==> config.mk <==
export PLATFORM = sky130hd
export DESIGN_NAME = image_stream_feeder_flat
export DESIGN_NICKNAME = d
export VERILOG_FILES = /design/src/rtl/image_stream_feeder_if.sv /design/src/rtl/image_stream_feeder.sv /design/src/flat_wrapper.sv
export SDC_FILE = /design/constraint.sdc
export NUM_CORES = 1
export LEC_CHECK = 0
export CORE_MARGIN = 3
export CORE_UTILIZATION = 48
export CTS_BUF_LIST = sky130_fd_sc_hd__clkbuf_16
export DETAILED_ROUTE_END_ITERATION = 7
export PLACE_DENSITY = 0.77
export SYNTH_ARGS = -nofsm -noshare
export SYNTH_HDL_FRONTEND = slang
export SYNTH_SLANG_ARGS = --single-unit
==> constraint.sdc <==
create_clock -name clk -period 2.9 [get_ports clk]
set_input_delay 0.58 -clock clk [delete_from_list [all_inputs] [get_ports clk]]
set_output_delay 0.58 -clock clk [all_outputs]
set_load 0.05 [all_outputs]
==> src/rtl/image_stream_feeder_if.sv <==
// image_stream_feeder_if: the pixel stream between the feeder and the convolution layer.
// The stream carries a valid/ready handshake, line and frame markers, and the frame index.
interface image_stream_feeder_if #(
  parameter int PIX_BITS = 8,
  parameter int IDX_BITS = 1
);
  logic [PIX_BITS-1:0] data_out;
  logic                valid_out;
  logic                ready_in;
  logic                sol;
  logic                eol;
  logic                eof;
  logic [IDX_BITS-1:0] img_idx;

  modport master (
    output data_out, valid_out, sol, eol, eof, img_idx,
    input  ready_in
  );

  modport slave (
    input  data_out, valid_out, sol, eol, eof, img_idx,
    output ready_in
  );
endinterface

==> src/rtl/image_stream_feeder.sv <==
// image_stream_feeder: reads NUM_IMAGES raster-order frames from a synchronous pixel ROM
// (one cycle read latency) and streams them one pixel per beat with valid/ready
// backpressure, sol/eol/eof markers, a frame index and start/busy/done control.
// Optional build macro FRAME_GAP_EN: inserts GAP_CYCLES idle cycles between frames.
module image_stream_feeder #(
  parameter int IMG_WIDTH  = 28,
  parameter int IMG_HEIGHT = 28,
  parameter int PIX_BITS   = 8,
  parameter int NUM_IMAGES = 1,
  parameter int ADDR_BITS  = 10,
  parameter int GAP_CYCLES = 4
) (
  input  logic                 clk,
  input  logic                 rst_n,
  input  logic                 start,
  output logic [ADDR_BITS-1:0] mem_addr,
  output logic                 mem_rd_en,
  input  logic [PIX_BITS-1:0]  mem_data,
  image_stream_feeder_if.master strm,
  output logic                 busy,
  output logic                 done
);
  localparam int IDX_BITS = $clog2(NUM_IMAGES) + 1;
  localparam int COL_BITS = $clog2(IMG_WIDTH + 1);
  localparam int ROW_BITS = $clog2(IMG_HEIGHT + 1);
  localparam int TOTAL    = IMG_WIDTH * IMG_HEIGHT * NUM_IMAGES;

  localparam logic [ADDR_BITS:0]  LAST_COUNT = (ADDR_BITS + 1)'(TOTAL);
  localparam logic [COL_BITS-1:0] COL_LAST   = COL_BITS'(IMG_WIDTH - 1);
  localparam logic [ROW_BITS-1:0] ROW_LAST   = ROW_BITS'(IMG_HEIGHT - 1);
  localparam logic [IDX_BITS-1:0] IDX_LAST   = IDX_BITS'(NUM_IMAGES - 1);

  // Reject configurations whose ROM address range cannot hold every frame.
  if ((64'd1 << ADDR_BITS) < 64'(TOTAL)) begin : g_bad_addr_bits
    $error("ADDR_BITS too small for IMG_WIDTH*IMG_HEIGHT*NUM_IMAGES");
  end

  // A negative gap length is meaningless in either build.
  if (GAP_CYCLES < 0) begin : g_bad_gap
    $error("GAP_CYCLES must not be negative");
  end

`ifdef FRAME_GAP_EN
  localparam int GAP_BITS = (GAP_CYCLES > 1) ? $clog2(GAP_CYCLES) : 1;
  localparam logic [GAP_BITS-1:0] GAP_LOAD = GAP_BITS'((GAP_CYCLES > 0) ? (GAP_CYCLES - 1) : 0);

  typedef enum logic [1:0] {
    S_IDLE = 2'd0,
    S_RUN  = 2'd1,
    S_GAP  = 2'd2,
    S_FIN  = 2'd3
  } state_t;

  logic [GAP_BITS-1:0] r_gap_cnt;
`else
  typedef enum logic [1:0] {
    S_IDLE = 2'd0,
    S_RUN  = 2'd1,
    S_FIN  = 2'd3
  } state_t;
`endif

  state_t              r_state;
  logic [ADDR_BITS:0]  r_addr;
  logic                r_pend;
  logic [PIX_BITS-1:0] r_buf0;
  logic [PIX_BITS-1:0] r_buf1;
  logic                r_v0;
  logic                r_v1;
  logic [COL_BITS-1:0] r_col;
  logic [ROW_BITS-1:0] r_row;
  logic [IDX_BITS-1:0] r_idx;
  logic                r_busy;
  logic                r_done;

  logic       w_valid;
  logic       w_pop;
  logic       w_last_col;
  logic       w_eof;
  logic [1:0] w_credit;
  logic       w_rd;

  // Entry 0 is only presented while running, so the gap (and idle) hides prefetched pixels.
  assign w_valid    = r_v0 & (r_state == S_RUN);
  assign w_pop      = w_valid & strm.ready_in;
  assign w_last_col = (r_col == COL_LAST);
  assign w_eof      = w_last_col & (r_row == ROW_LAST);

  // Outstanding entries after this cycle's accepted beat: buffered plus the one on the ROM bus.
  // Counting the beat accepted this cycle is what lets a 2-entry buffer sustain one pixel per
  // cycle; any read issued here lands when at most one entry can still be occupied.
  assign w_credit = 2'({1'b0, r_v0}) + 2'({1'b0, r_v1}) + 2'({1'b0, r_pend}) - 2'({1'b0, w_pop});
  assign w_rd     = (r_state == S_RUN) & (r_addr < LAST_COUNT) & (w_credit < 2'd2);

  assign mem_addr       = r_addr[ADDR_BITS-1:0];
  assign mem_rd_en      = w_rd;
  assign strm.data_out  = r_buf0;
  assign strm.valid_out = w_valid;
  assign strm.sol       = w_valid & (r_col == '0);
  assign strm.eol       = w_valid & w_last_col;
  assign strm.eof       = w_valid & w_eof;
  assign strm.img_idx   = r_idx;
  assign busy           = r_busy;
  assign done           = r_done;

  // Sequential ROM address counter and tracking of the read whose data is on the bus.
  always_ff @(posedge clk) begin
    if (!rst_n) begin
      r_addr <= '0;
      r_pend <= 1'b0;
    end else begin
      r_pend <= w_rd;
      if ((r_state == S_IDLE) && start) begin
        r_addr <= '0;
      end else if (w_rd) begin
        r_addr <= r_addr + (ADDR_BITS + 1)'(1);
      end else begin
        r_addr <= r_addr;
      end
    end
  end

  // Two-entry output buffer capturing ROM returns; entry 0 faces the consumer.
  always_ff @(posedge clk) begin
    if (!rst_n) begin
      r_buf0 <= '0;
      r_buf1 <= '0;
      r_v0   <= 1'b0;
      r_v1   <= 1'b0;
    end else begin
      case ({w_pop, r_pend})
        2'b11: begin
          if (r_v1) begin
            r_buf0 <= r_buf1;
            r_buf1 <= mem_data;
          end else begin
            r_buf0 <= mem_data;
          end
        end
        2'b10: begin
          r_buf0 <= r_buf1;
          r_v0   <= r_v1;
          r_v1   <= 1'b0;
        end
        2'b01: begin
          if (!r_v0) begin
            r_buf0 <= mem_data;
            r_v0   <= 1'b1;
          end else begin
            r_buf1 <= mem_data;
            r_v1   <= 1'b1;
          end
        end
        default: begin
          r_buf0 <= r_buf0;
        end
      endcase
    end
  end

  // Run control FSM with output-side col/row/frame counters advancing on accepted beats.
  always_ff @(posedge clk) begin
    if (!rst_n) begin
      r_state <= S_IDLE;
      r_col   <= '0;
      r_row   <= '0;
      r_idx   <= '0;
      r_busy  <= 1'b0;
      r_done  <= 1'b0;
`ifdef FRAME_GAP_EN
      r_gap_cnt <= '0;
`endif
    end else begin
      r_done <= 1'b0;
      case (r_state)
        S_IDLE: begin
          if (start) begin
            r_state <= S_RUN;
            r_busy  <= 1'b1;
            r_col   <= '0;
            r_row   <= '0;
            r_idx   <= '0;
          end
        end
        S_RUN: begin
          if (w_pop) begin
            if (w_eof) begin
              r_col <= '0;
              r_row <= '0;
              if (r_idx == IDX_LAST) begin
                r_state <= S_FIN;
                r_busy  <= 1'b0;
                r_done  <= 1'b1;
              end else begin
                r_idx <= r_idx + IDX_BITS'(1);
`ifdef FRAME_GAP_EN
                if (GAP_CYCLES > 0) begin
                  r_state   <= S_GAP;
                  r_gap_cnt <= GAP_LOAD;
                end
`endif
              end
            end else if (w_last_col) begin
              r_col <= '0;
              r_row <= r_row + ROW_BITS'(1);
            end else begin
              r_col <= r_col + COL_BITS'(1);
            end
          end
        end
`ifdef FRAME_GAP_EN
        S_GAP: begin
          if (r_gap_cnt == '0) begin
            r_state <= S_RUN;
          end else begin
            r_gap_cnt <= r_gap_cnt - GAP_BITS'(1);
          end
        end
`endif
        S_FIN: begin
          r_state <= S_IDLE;
        end
        default: begin
          r_state <= S_IDLE;
        end
      endcase
    end
  end
endmodule
==> src/flat_wrapper.sv <==
// flat-port wrapper written by rule: the top's interface ports become plain ports
module image_stream_feeder_flat 
#(
  parameter int IMG_WIDTH  = 28,
  parameter int IMG_HEIGHT = 28,
  parameter int PIX_BITS   = 8,
  parameter int NUM_IMAGES = 1,
  parameter int ADDR_BITS  = 10,
  parameter int GAP_CYCLES = 4
)
  (clk, rst_n, start, mem_addr, mem_rd_en, mem_data, busy, done, strm_data_out, strm_valid_out, strm_sol, strm_eol, strm_eof, strm_img_idx, strm_ready_in);
  image_stream_feeder_if #(.PIX_BITS(PIX_BITS)) strm_i ();
  input  logic clk;
  input  logic rst_n;
  input  logic start;
  output logic [ADDR_BITS-1:0] mem_addr;
  output logic mem_rd_en;
  input  logic [PIX_BITS-1:0] mem_data;
  output logic busy;
  output logic done;
  output wire logic [$bits(strm_i.data_out)-1:0] strm_data_out;
  output wire logic [$bits(strm_i.valid_out)-1:0] strm_valid_out;
  output wire logic [$bits(strm_i.sol)-1:0] strm_sol;
  output wire logic [$bits(strm_i.eol)-1:0] strm_eol;
  output wire logic [$bits(strm_i.eof)-1:0] strm_eof;
  output wire logic [$bits(strm_i.img_idx)-1:0] strm_img_idx;
  input wire logic [$bits(strm_i.ready_in)-1:0] strm_ready_in;
  assign strm_data_out = strm_i.data_out;
  assign strm_valid_out = strm_i.valid_out;
  assign strm_sol = strm_i.sol;
  assign strm_eol = strm_i.eol;
  assign strm_eof = strm_i.eof;
  assign strm_img_idx = strm_i.img_idx;
  assign strm_i.ready_in = strm_ready_in;
  image_stream_feeder #(.IMG_WIDTH(IMG_WIDTH), .IMG_HEIGHT(IMG_HEIGHT), .PIX_BITS(PIX_BITS), .NUM_IMAGES(NUM_IMAGES), .ADDR_BITS(ADDR_BITS), .GAP_CYCLES(GAP_CYCLES)) u_core (.clk(clk), .rst_n(rst_n), .start(start), .mem_addr(mem_addr), .mem_rd_en(mem_rd_en), .mem_data(mem_data), .strm(strm_i), .busy(busy), .done(done));
endmodule
After elaboration in Yosys (flattened, before gate mapping)
Cells that the tools add are included.
{"block": "classes", "n_mux": 34, "order_cmp": 2, "n_reduce_logical": 17, "n_eq_ne": 14, "n_bitwise": 9, "n_addsub": 7}
{"operator": "$mux W5", "count": 7}
{"operator": "$mux W8", "count": 4}
{"operator": "$pmux W8 S3", "count": 1}
{"operator": "$pmux W5 S2", "count": 2}
{"operator": "$pmux W8 S2", "count": 1}
{"operator": "$reduce_and A4 Y1", "count": 4}
{"operator": "$add A11 B1 Y11 const B", "count": 1}
{"operator": "$lt A11 B10 Y1 const B", "count": 1}
{"operator": "$add A5 B1 Y5 const B", "count": 2}
{"operator": "$eq A5 B5 Y1 const B", "count": 2}
{"operator": "$mux W1", "count": 10}
{"operator": "$and A1 B1 Y1", "count": 8}
{"operator": "$mux W2", "count": 4}
{"operator": "$ne A2 B1 Y1 const B", "count": 4}
{"operator": "$pmux W1 S2", "count": 4}
{"operator": "$ne A2 B2 Y1 const B", "count": 3}
{"operator": "$reduce_and A3 Y1", "count": 2}
{"operator": "$reduce_bool A2 Y1", "count": 3}
{"operator": "$logic_not A5 Y1", "count": 1}
{"operator": "$reduce_and A5 Y1", "count": 1}
{"operator": "$eq A2 B1 Y1 const B", "count": 2}
{"operator": "$eq A2 B2 Y1 const B", "count": 2}
{"operator": "$pmux W2 S2", "count": 1}
{"operator": "$reduce_and A2 Y1", "count": 2}
{"operator": "other kinds (11)", "count": 11}
{"block": "word_totals", "regBits": 45, "wordCells": 95, "inputBits": 12, "output_inout_bits": 26}

Longest topological paths before layout
Gate-level depths: netlist (run 1).
{"block": "logic_depth", "word_depth": 6, "mapped_depth": 14, "mapped_depth_nobuf": 11}

Worst setup path before layout (run 1)
No wires, ideal clock.
{"block": "synth_timing", "path_type": "flip-flop to output port", "start": "register u_core.r_state[1]", "end": "output mem_rd_en", "path_stages_with_launch": 14, "n_path_buf": 3, "required_ns": 2.320, "arrival_time_ns": 3.114, "setup_slack_ns": -0.794, "cell_sequence": "dfxtp_1 -> clkbuf_1 -> nand3b_1 -> inv_1 -> nand2_1 -> inv_1 -> ha_1 -> inv_1 -> ha_1 -> a21oi_1 -> xnor2_1 -> clkbuf_1 -> clkbuf_1 -> nor2_1"}
{"block": "synth_via", "elab_chain_len": 6, "elab_cells_between_ends": 7, "cone_classes": "1 x add/sub; 1 x order compare; 1 x eq/ne; 4 x bitwise"}
{"item": "from (decl)", "line": "image_stream_feeder.sv:63", "source": "state_t r_state;"}
{"item": "from (signal assigned)", "line": "image_stream_feeder.sv:164", "source": "r_state <= S_IDLE;"}
{"item": "from (signal assigned)", "line": "image_stream_feeder.sv:178", "source": "r_state <= S_RUN;"}
{"item": "from (signal assigned)", "line": "image_stream_feeder.sv:191", "source": "r_state <= S_FIN;"}
{"item": "$eq A2 B1 Y1", "line": "image_stream_feeder.sv:84", "source": "assign w_valid = r_v0 & (r_state == S_RUN);"}
{"item": "$and A1 B1 Y1", "line": "image_stream_feeder.sv:84"}
{"item": "named net strm_valid_out", "line": "flat_wrapper.sv:22", "source": "output wire logic [$bits(strm_i.valid_out)-1:0] strm_valid_out;"}
{"item": "$and A1 B1 Y1", "line": "image_stream_feeder.sv:85", "source": "assign w_pop = w_valid & strm.ready_in;"}
{"item": "$sub A2 B1 Y2", "line": "image_stream_feeder.sv:92", "source": "assign w_credit = 2'({1'b0, r_v0}) + 2'({1'b0, r_v1}) + 2'({1'b0, r_pend}) - 2'({1'b0, w_pop});"}
{"item": "$lt A2 B2 Y1", "line": "image_stream_feeder.sv:93", "source": "assign w_rd = (r_state == S_RUN) & (r_addr < LAST_COUNT) & (w_credit < 2'd2);"}
{"item": "$and A1 B1 Y1", "line": "image_stream_feeder.sv:93"}
{"item": "to (decl)", "line": "flat_wrapper.sv:17", "source": "output logic mem_rd_en;"}
The timed path passes the listed nets, and every way through them passes these cells.

Final worst setup path (run 1)
{"block": "layout_timing", "start": "register u_core.r_state[1]", "end": "output mem_rd_en"}
{"block": "layout_via", "elab_chain_len": 6, "elab_cells_between_ends": 7, "cone_classes": "1 x add/sub; 1 x order compare; 1 x eq/ne; 4 x bitwise"}
{"item": "$eq A2 B1 Y1 (*)", "line": "image_stream_feeder.sv:84, image_stream_feeder.sv:93"}
{"item": "$and A1 B1 Y1", "line": "image_stream_feeder.sv:84"}
{"item": "$and A1 B1 Y1", "line": "image_stream_feeder.sv:85"}
{"item": "$sub A2 B1 Y2", "line": "image_stream_feeder.sv:92"}
{"item": "$lt A2 B2 Y1", "line": "image_stream_feeder.sv:93"}
{"item": "$and A1 B1 Y1 (*)", "line": "image_stream_feeder.sv:93"}
Every way passes the cells marked *; elsewhere a longest branch is shown, timed or not.

==> metrics.md, run 1 <==
| Metric | Value |
|---|---|
| Drt initial violations | `176` |
| CTS buffer count | `5` |
| Clk_skew | `0.008388 ns` |
| Worst Tran Pin Value | `0.6901 ns` |
| CTS clk-pin slew, worst paths | `0.06 ns` |
| Share of the synthesized area in the top cell type | `0.3761` |
| Site row count | `24` |
| Fmax | `358.2 MHz` |
| Worst Path Required | `2.32 ns` |
| Final nets | `333` |
| Crit path max fanout | `3` |
| Post-route insts no fill | `377` |
| Most frequent cell after synthesis | `dfxtp_1` |
| Sequential element share of the synthesized area | `0.3761` |
| DRT Pass-1 Iters | `4` |
| Largest net degree at the start of global routing | `22` |
| Initial antenna violation count | `0` |
| Multi-input logic area | `1326 µm²` |
| Clock Root Buffer | `clkbuf_16` |
| Hold Vio Cnt, Final | `0` |
| Total GRT Usage | `0.2008` |
| DIE AREA | `5754 µm²` |
| Main flop type after synthesis | `dfxtp_1` |
| VDD IR max | `345.6 µV` |
| Layout cells sized above 1 | `0.1474` |
| Outcome | `complete, no violations` |
| Data arrival, critical path | `2.21 ns` |
| CTS tree | `yes` |
| Drt total wl | `5381 µm` |
| CP startpoint kind | `flop` |
| CP Capture Type | `output port` |
| Synth Area in Adders | `0.05342` |
| Max-Cap Viols | `0` |
| Routed WL per cell | `14.27 µm` |
| Cells after Synth | `274` |
| Ant. Diodes | `0` |
| Vias per cell | `5.507` |
| Final Setup Violations | `0` |
| Vias in the first global route | `1962` |
| Area grow syn2layout | `29.06%` |
| Unrepaired setup endpoints after global routing | `false` |
| CTS Hold Bufs | `0` |
| Core area | `4534 µm²` |
| Asr flop ratio synth | `0` |
| Antenna viol nets, final | `0` |
| Routability cong. | `0.8505` |
| Power density over the cells | `504.6 nW/µm²` |
| HPWL after detailed placement | `3750 µm` |
| Worst-skew pair later-pin latency | `0.28 ns` |
| Initial Util | `0.5166` |
| Largest family of logic cells by synthesized area | `simple AND/OR/NAND/NOR gates` |
| Total grt overflow | `0` |
| Synth unique cells | `42` |
| Max-slew headroom | `0.5368` |
| Post-synthesis mux area share | `0.09028` |
| Top post-synthesis cells by area | `dfxtp_1 (38%), a21oi_1 (5.6%), ha_1 (5.3%)` |
| Min-Delay Path Class | `reg -> reg` |
| XOR/XNOR Fraction of Synth Area | `0.01496` |
| Delay of the slowest critical-path stage | `0.33 ns` |
| Global-route wire length before repair | `8935 µm` |
| Die Span Y | `75.86 µm` |
| Final Power | `1.525 mW` |
| Compound-cell area share of the yosys netlist | `0.1907` |
| WHS | `0.4552 ns` |
| Clk sink count | `44` |
| Synth Register Bits | `44` |
| Mapped Area | `2342 µm²` |
| Slew Limit Fails | `0` |
| Area leader, netlist | `dfxtp_1` |
| Placed Cells | `368` |
| Ys Warns | `0` |
| Syn Nets | `296` |
| Vias | `2076` |
| Maximum root-to-sink buffer count | `2` |
| Register area | `880.8 µm²` |
| Crit-path cells | `nand3b_1 -> clkinvlp_4 -> nand2_2 -> inv_2 -> ha_4 -> inv_2 -> ha_4 -> a21oi_2 -> xnor2_1 -> buf_4 -> nor2_4 -> buf_8` |
| I/O pin cnt | `38` |
| Syn Area/Cell | `8.548 µm²` |
| Crit Path Class | `reg -> out` |
| Number of flops mapped to enable cells by yosys | `0` |
| Die extent in x | `75.86 µm` |
| Leak Pwr | `1.070 nW` |
| # H-tree levels | `2` |
| Post-synth top cells | `dfxtp_1 (44), a21oi_1 (26), nand2_1 (25)` |
| Synth Area in Simple Gates | `0.1987` |
| Tcrit/Tclk final | `0.9627` |
| CP max stage cell | `dfxtp_1` |
| Port Buffer Count | `36` |
| Fill cells | `385` |
| Minimum clock period after layout | `2.792 ns` |
| DRC | `0` |
[layout make-up]
type | count | share of cell area
Multi-Input combinational cell | 195 | 0.4387
Sequential cell | 44 | 0.2914
Timing Repair Buffer | 54 | 0.1726
Clock buffer | 5 | 0.04139
Tap cell | 65 | 0.02690
Inverter | 11 | 0.01490
Clock inverter | 3 | 0.01407
[power by group]
part           leakage (nW)  total, mW  internal, mW  switching (mW)
registers             0.357      0.641         0.625          0.0162
logic                 0.631      0.252         0.105           0.147
clock network        0.0814      0.632         0.405           0.228
total                  1.07       1.53          1.13           0.391
[worst max-delay path, delay by kind of cell (launching register included)]
kind / cells / cell delay [ns]
simple gates: 3 / 0.36
xor+xnor: 1 / 0.14
buf+inv: 5 / 0.55
compound gates: 1 / 0.05
flops: 1 / 0.33
fa+ha+maj: 2 / 0.50
[per-layer routing]
layer  GRT usage  up-vias  wire length (µm)
li1            -     1058                 -
met4     0.07184        0                97
met5           0        -                 0
met3     0.05013       14               211
met1      0.2577      949              2458
met2      0.3260       55              2613
[worst paths after layout]
check                           slack (ns)  cells past startpoint                     from                 endpoint
worst max-delay path                  0.11                     12        u_core.r_state[1]                mem_rd_en
worst min-delay path                  0.46                      2  u_core.strm.data_out[1]  u_core.strm.data_out[1]
worst max register to register        0.33                     13        u_core.r_state[1]         u_core.r_addr[4]
worst min register to register        0.46                      2  u_core.strm.data_out[1]  u_core.strm.data_out[1]
[state kept, by name, summed over array words and instances (netlist names)]
register and flops:
u_core.r_addr 11, u_core.r_buf1 8, u_core.strm.data_out 8, u_core.r_col 5, u_core.r_row 5, u_core.r_state 2, u_core.busy 1, u_core.done 1
u_core.r_pend 1, u_core.r_v0 1, u_core.r_v1 1
[logic make-up after synthesis]
| logic type | count (synthesis) |
|---|---|
| compound gates | 69 |
| xor+xnor | 4 |
| fa+ha+maj | 10 |
| buf+inv | 35 |
| flops | 44 |
| mux | 20 |
| other cells | 1 |
| simple gates | 91 |
[stage by stage]
| step | setup slack, ns | instance area (µm²) | setup TNS (ns) | util |
|---|---|---|---|---|
| after floorplan | -0.1561 | 2409 | -0.1561 | - |
| after detailed placement | -0.07427 | 2841 | -0.2807 | 0.6267 |
| after global placement | -0.02370 | 2841 | -0.04368 | 0.6267 |
| final | 0.1081 | 3023 | 0 | 0.6667 |
| after CTS | 0.1206 | 3023 | 0 | 0.6667 |
| after global routing | 0.02335 | 3023 | 0 | 0.6667 |
[layout by cell type, fill, tap and decap left out, types with 2 or more instances in the layout]
master	instances
o21a_1	3
nor3_1	5
nor4_1	3
xnor2_1	4
buf_4	17
nand3_1	9
nand2b_1	8
a21o_1	3
a211oi_1	2
ha_4	2
nand2_1	24
nand4b_1	2
and2_1	3
ha_1	8
o31ai_1	6
clkbuf_16	5
mux2i_1	11
mux2_2	9
o21ai_0	5
dfxtp_1	44
and3_1	2
clkdlybuf4s50_1	33
inv_2	2
or4_1	7
a22oi_1	9
or3_1	2
o211ai_1	9
nor2_1	18
clkinv_1	2
inv_1	7
buf_12	2
a21oi_1	25
[what timing repair did]
item / CTS / global route
resized for setup: 3 / 0
buffers inserted: 1 / 0
setup endpoints to repair: 1 / 0
(Power assumes the default switching activity.)
==> inputs of run 2 (changes only) <==
Settings changed: HOLD_SLACK_MARGIN from default to 0.08.
==> results of run 2 <==
No change in the layout: final DEF, timing and power equal those of run 1.
==> inputs of run 3 (changes only) <==
Settings changed: MAX_ROUTING_LAYER from default to met4.
Clock period 2.9 ns to 2.41 ns, I/O delays scaled along.
==> run 3 against run 2 <==
  * The run now ends with setup timing left
  * Sequential cell count did not move
  * Clock power rose by 2%
  * Clock skew fell by 0.0034 ns
  * Sequential share of layout area fell by 1.2 points
  * Clock-buffer cell count did not move
  * Global-route usage rose by 0.97 points
  * Critical path type unchanged
  * Largest power group unchanged
==> metrics.md, run 3 (same netlist as run 1, synthesis figures left out) <==
| Metric | Value |
|---|---|
| Outcome | `finished with violations` |
| Failing checks | `setup timing` |
| Final Setup Violations | `3` |
| # H-tree levels | `2` |
| Max-Cap Viols | `0` |
| Site row count | `24` |
| CTS tree | `yes` |
| DP Worst Slack | `-0.3768 ns` |
| Most common cell after layout, fill and taps aside | `dfxtp_1` |
| Vias in the first global route | `2037` |
| Power density over the cells | `552.3 nW/µm²` |
| Min-Delay Path Class | `reg -> reg` |
| Total GRT Usage | `0.2105` |
| CP Capture Type | `output port` |
| Global Route met2 Usage | `0.3298` |
| Area grow syn2layout | `34.67%` |
| Largest register FFs | `11` |
| Worst Path Required | `1.93 ns` |
| Placed Cells | `376` |
| Antenna viol nets, final | `0` |
| Core Util, Final | `0.6956` |
| Register area | `882.1 µm²` |
| Placed Area | `2910 µm²` |
| Initial antenna violation count | `0` |
| Leak Pwr | `1.148 nW` |
| Routability cong. | `0.8843` |
| Sw Share | `0.2725` |
| Fill cells | `359` |
| CP startpoint kind | `flop` |
| Crit path max fanout | `2` |
| Fmax | `377.5 MHz` |
| Max-slew headroom | `0.5881` |
| Vias | `2146` |
| Die extent in x | `75.86 µm` |
| HPWL after detailed placement | `3869 µm` |
| Final setup margin | `-0.2389 ns` |
| Clk_skew | `0.004950 ns` |
| Seq pwr share | `0.443` |
| DRC | `0` |
| Logic pwr share | `0.187` |
| Port Buffer Count | `36` |
| VDD IR max | `484.1 µV` |
| Layout cells sized above 1 | `0.2117` |
| Psw | `0.4747 mW` |
| Unrepaired setup endpoints after global routing | `true` |
| Clock power share | `0.371` |
| CTS buffer count | `5` |
| I/O pin cnt | `38` |
| CTS Hold Bufs | `0` |
| Initial Util | `0.5166` |
| DIE AREA | `5754 µm²` |
| Slew Limit Fails | `0` |
| Core area | `4534 µm²` |
| Hold Vio Cnt, Final | `0` |
| P_int | `1.268 mW` |
| Minimum clock period after layout | `2.649 ns` |
| Most Crowded Layer GR | `met2` |
| Final Instance Area | `3154 µm²` |
| Data arrival, critical path | `2.17 ns` |
| Post-route insts no fill | `391` |
| CTS clk-pin slew, worst paths | `0.06 ns` |
| Drt initial violations | `178` |
| M1 GR Usage | `0.2748` |
| Routed WL per cell | `14.28 µm` |
| Final nets | `347` |
| Multi-input logic area | `1374 µm²` |
| Crit Path Class | `reg -> out` |
| DRT Pass-1 Iters | `4` |
| Most frequent cells in the layout | `dfxtp_1 (43), buf_4 (33), clkdlybuf4s50_1 (30)` |
| Most flops, register | `u_core.r_addr` |
| Drt total wl | `5582 µm` |
| Maximum root-to-sink buffer count | `2` |
| Total grt overflow | `0` |
| Grt met3 use | `0.03826` |
| Tcrit/Tclk final | `1.099` |
| Global-route wire length before repair | `9177 µm` |
| Clk sink count | `44` |
| Largest net degree at the start of global routing | `19` |
| Ant. Diodes | `0` |
| Worst Tran Pin Value | `0.6179 ns` |
| Worst-skew pair later-pin latency | `0.28 ns` |
| Die Span Y | `75.86 µm` |
| Clock Root Buffer | `clkbuf_16` |
| Vias per cell | `5.488` |
[run 3: area by class of cell]
| type | count | share of cell area |
|---|---|---|
| tap | 65 | 0.02578 |
| sequential | 44 | 0.2797 |
| multi-input combinational | 195 | 0.4355 |
| timing repair buffer | 68 | 0.2003 |
| clock buffer | 5 | 0.03967 |
| clock inverter | 3 | 0.004760 |
| inverter | 11 | 0.01428 |
[run 3: final timing paths]
check | from | to | slack, ns | depth (start not counted)
setup / recovery | u_core.r_state[1] | mem_rd_en | -0.24 | 12
hold / removal | u_core.strm.data_out[1] | u_core.strm.data_out[1] | 0.45 | 2
setup reg to reg | u_core.r_state[1] | u_core.r_addr[0] | -0.19 | 15
hold reg to reg | u_core.strm.data_out[1] | u_core.strm.data_out[1] | 0.45 | 2
[run 3: per-stage QoR]
| stage | setup TNS, ns | hold slack, ns | power (mW) |
|---|---|---|---|
| finish | -0.5832 | 0.4535 | 1.742 |
| global route | -1.192 | 0.4777 | 1.820 |
| CTS | -0.3245 | 0.4575 | 1.742 |
| detailed placement | -2.677 | 0.4488 | 1.095 |
| global placement | -2.117 | 0.4438 | 1.086 |
| floorplan | -3.146 | 0.4303 | 0.9833 |
[run 3: worst max-delay path, stage by stage, from the launching register on]
cell        delay (ns)
dfxtp_2           0.32
nand3b_1          0.17
clkinvlp_4        0.12
nand2_2           0.08
inv_2             0.05
ha_4              0.25
inv_2             0.04
ha_4              0.27
a21oi_4           0.05
xnor2_2           0.14
buf_4             0.15
nor2_4            0.08
buf_8             0.15
[run 3: timing repair]
item / CTS / global route
gates resized for setup: 5 / 6
pin swaps: 2 / 1
endpoints found under the setup margin: 4 / 7
buffers inserted: 4 / 3
[run 3: power by group through the flow]
stage / Sequential (mW) / Combinational (mW) / Clock [mW]
2_1_floorplan: 0.817 / 0.167 / 0
3_3_place_gp: 0.785 / 0.301 / 0
3_5_place_dp: 0.787 / 0.308 / 0
4_1_cts: 0.771 / 0.315 / 0.656
5_1_grt: 0.774 / 0.353 / 0.693
6_report: 0.771 / 0.325 / 0.646
[run 3: per-layer routing]
metal | part of all wire | wire length (µm)
met3 | 0.034 | 187
met5 | 0 | 0
met4 | 0.0075 | 42
met1 | 0.47 | 2619
met2 | 0.49 | 2732
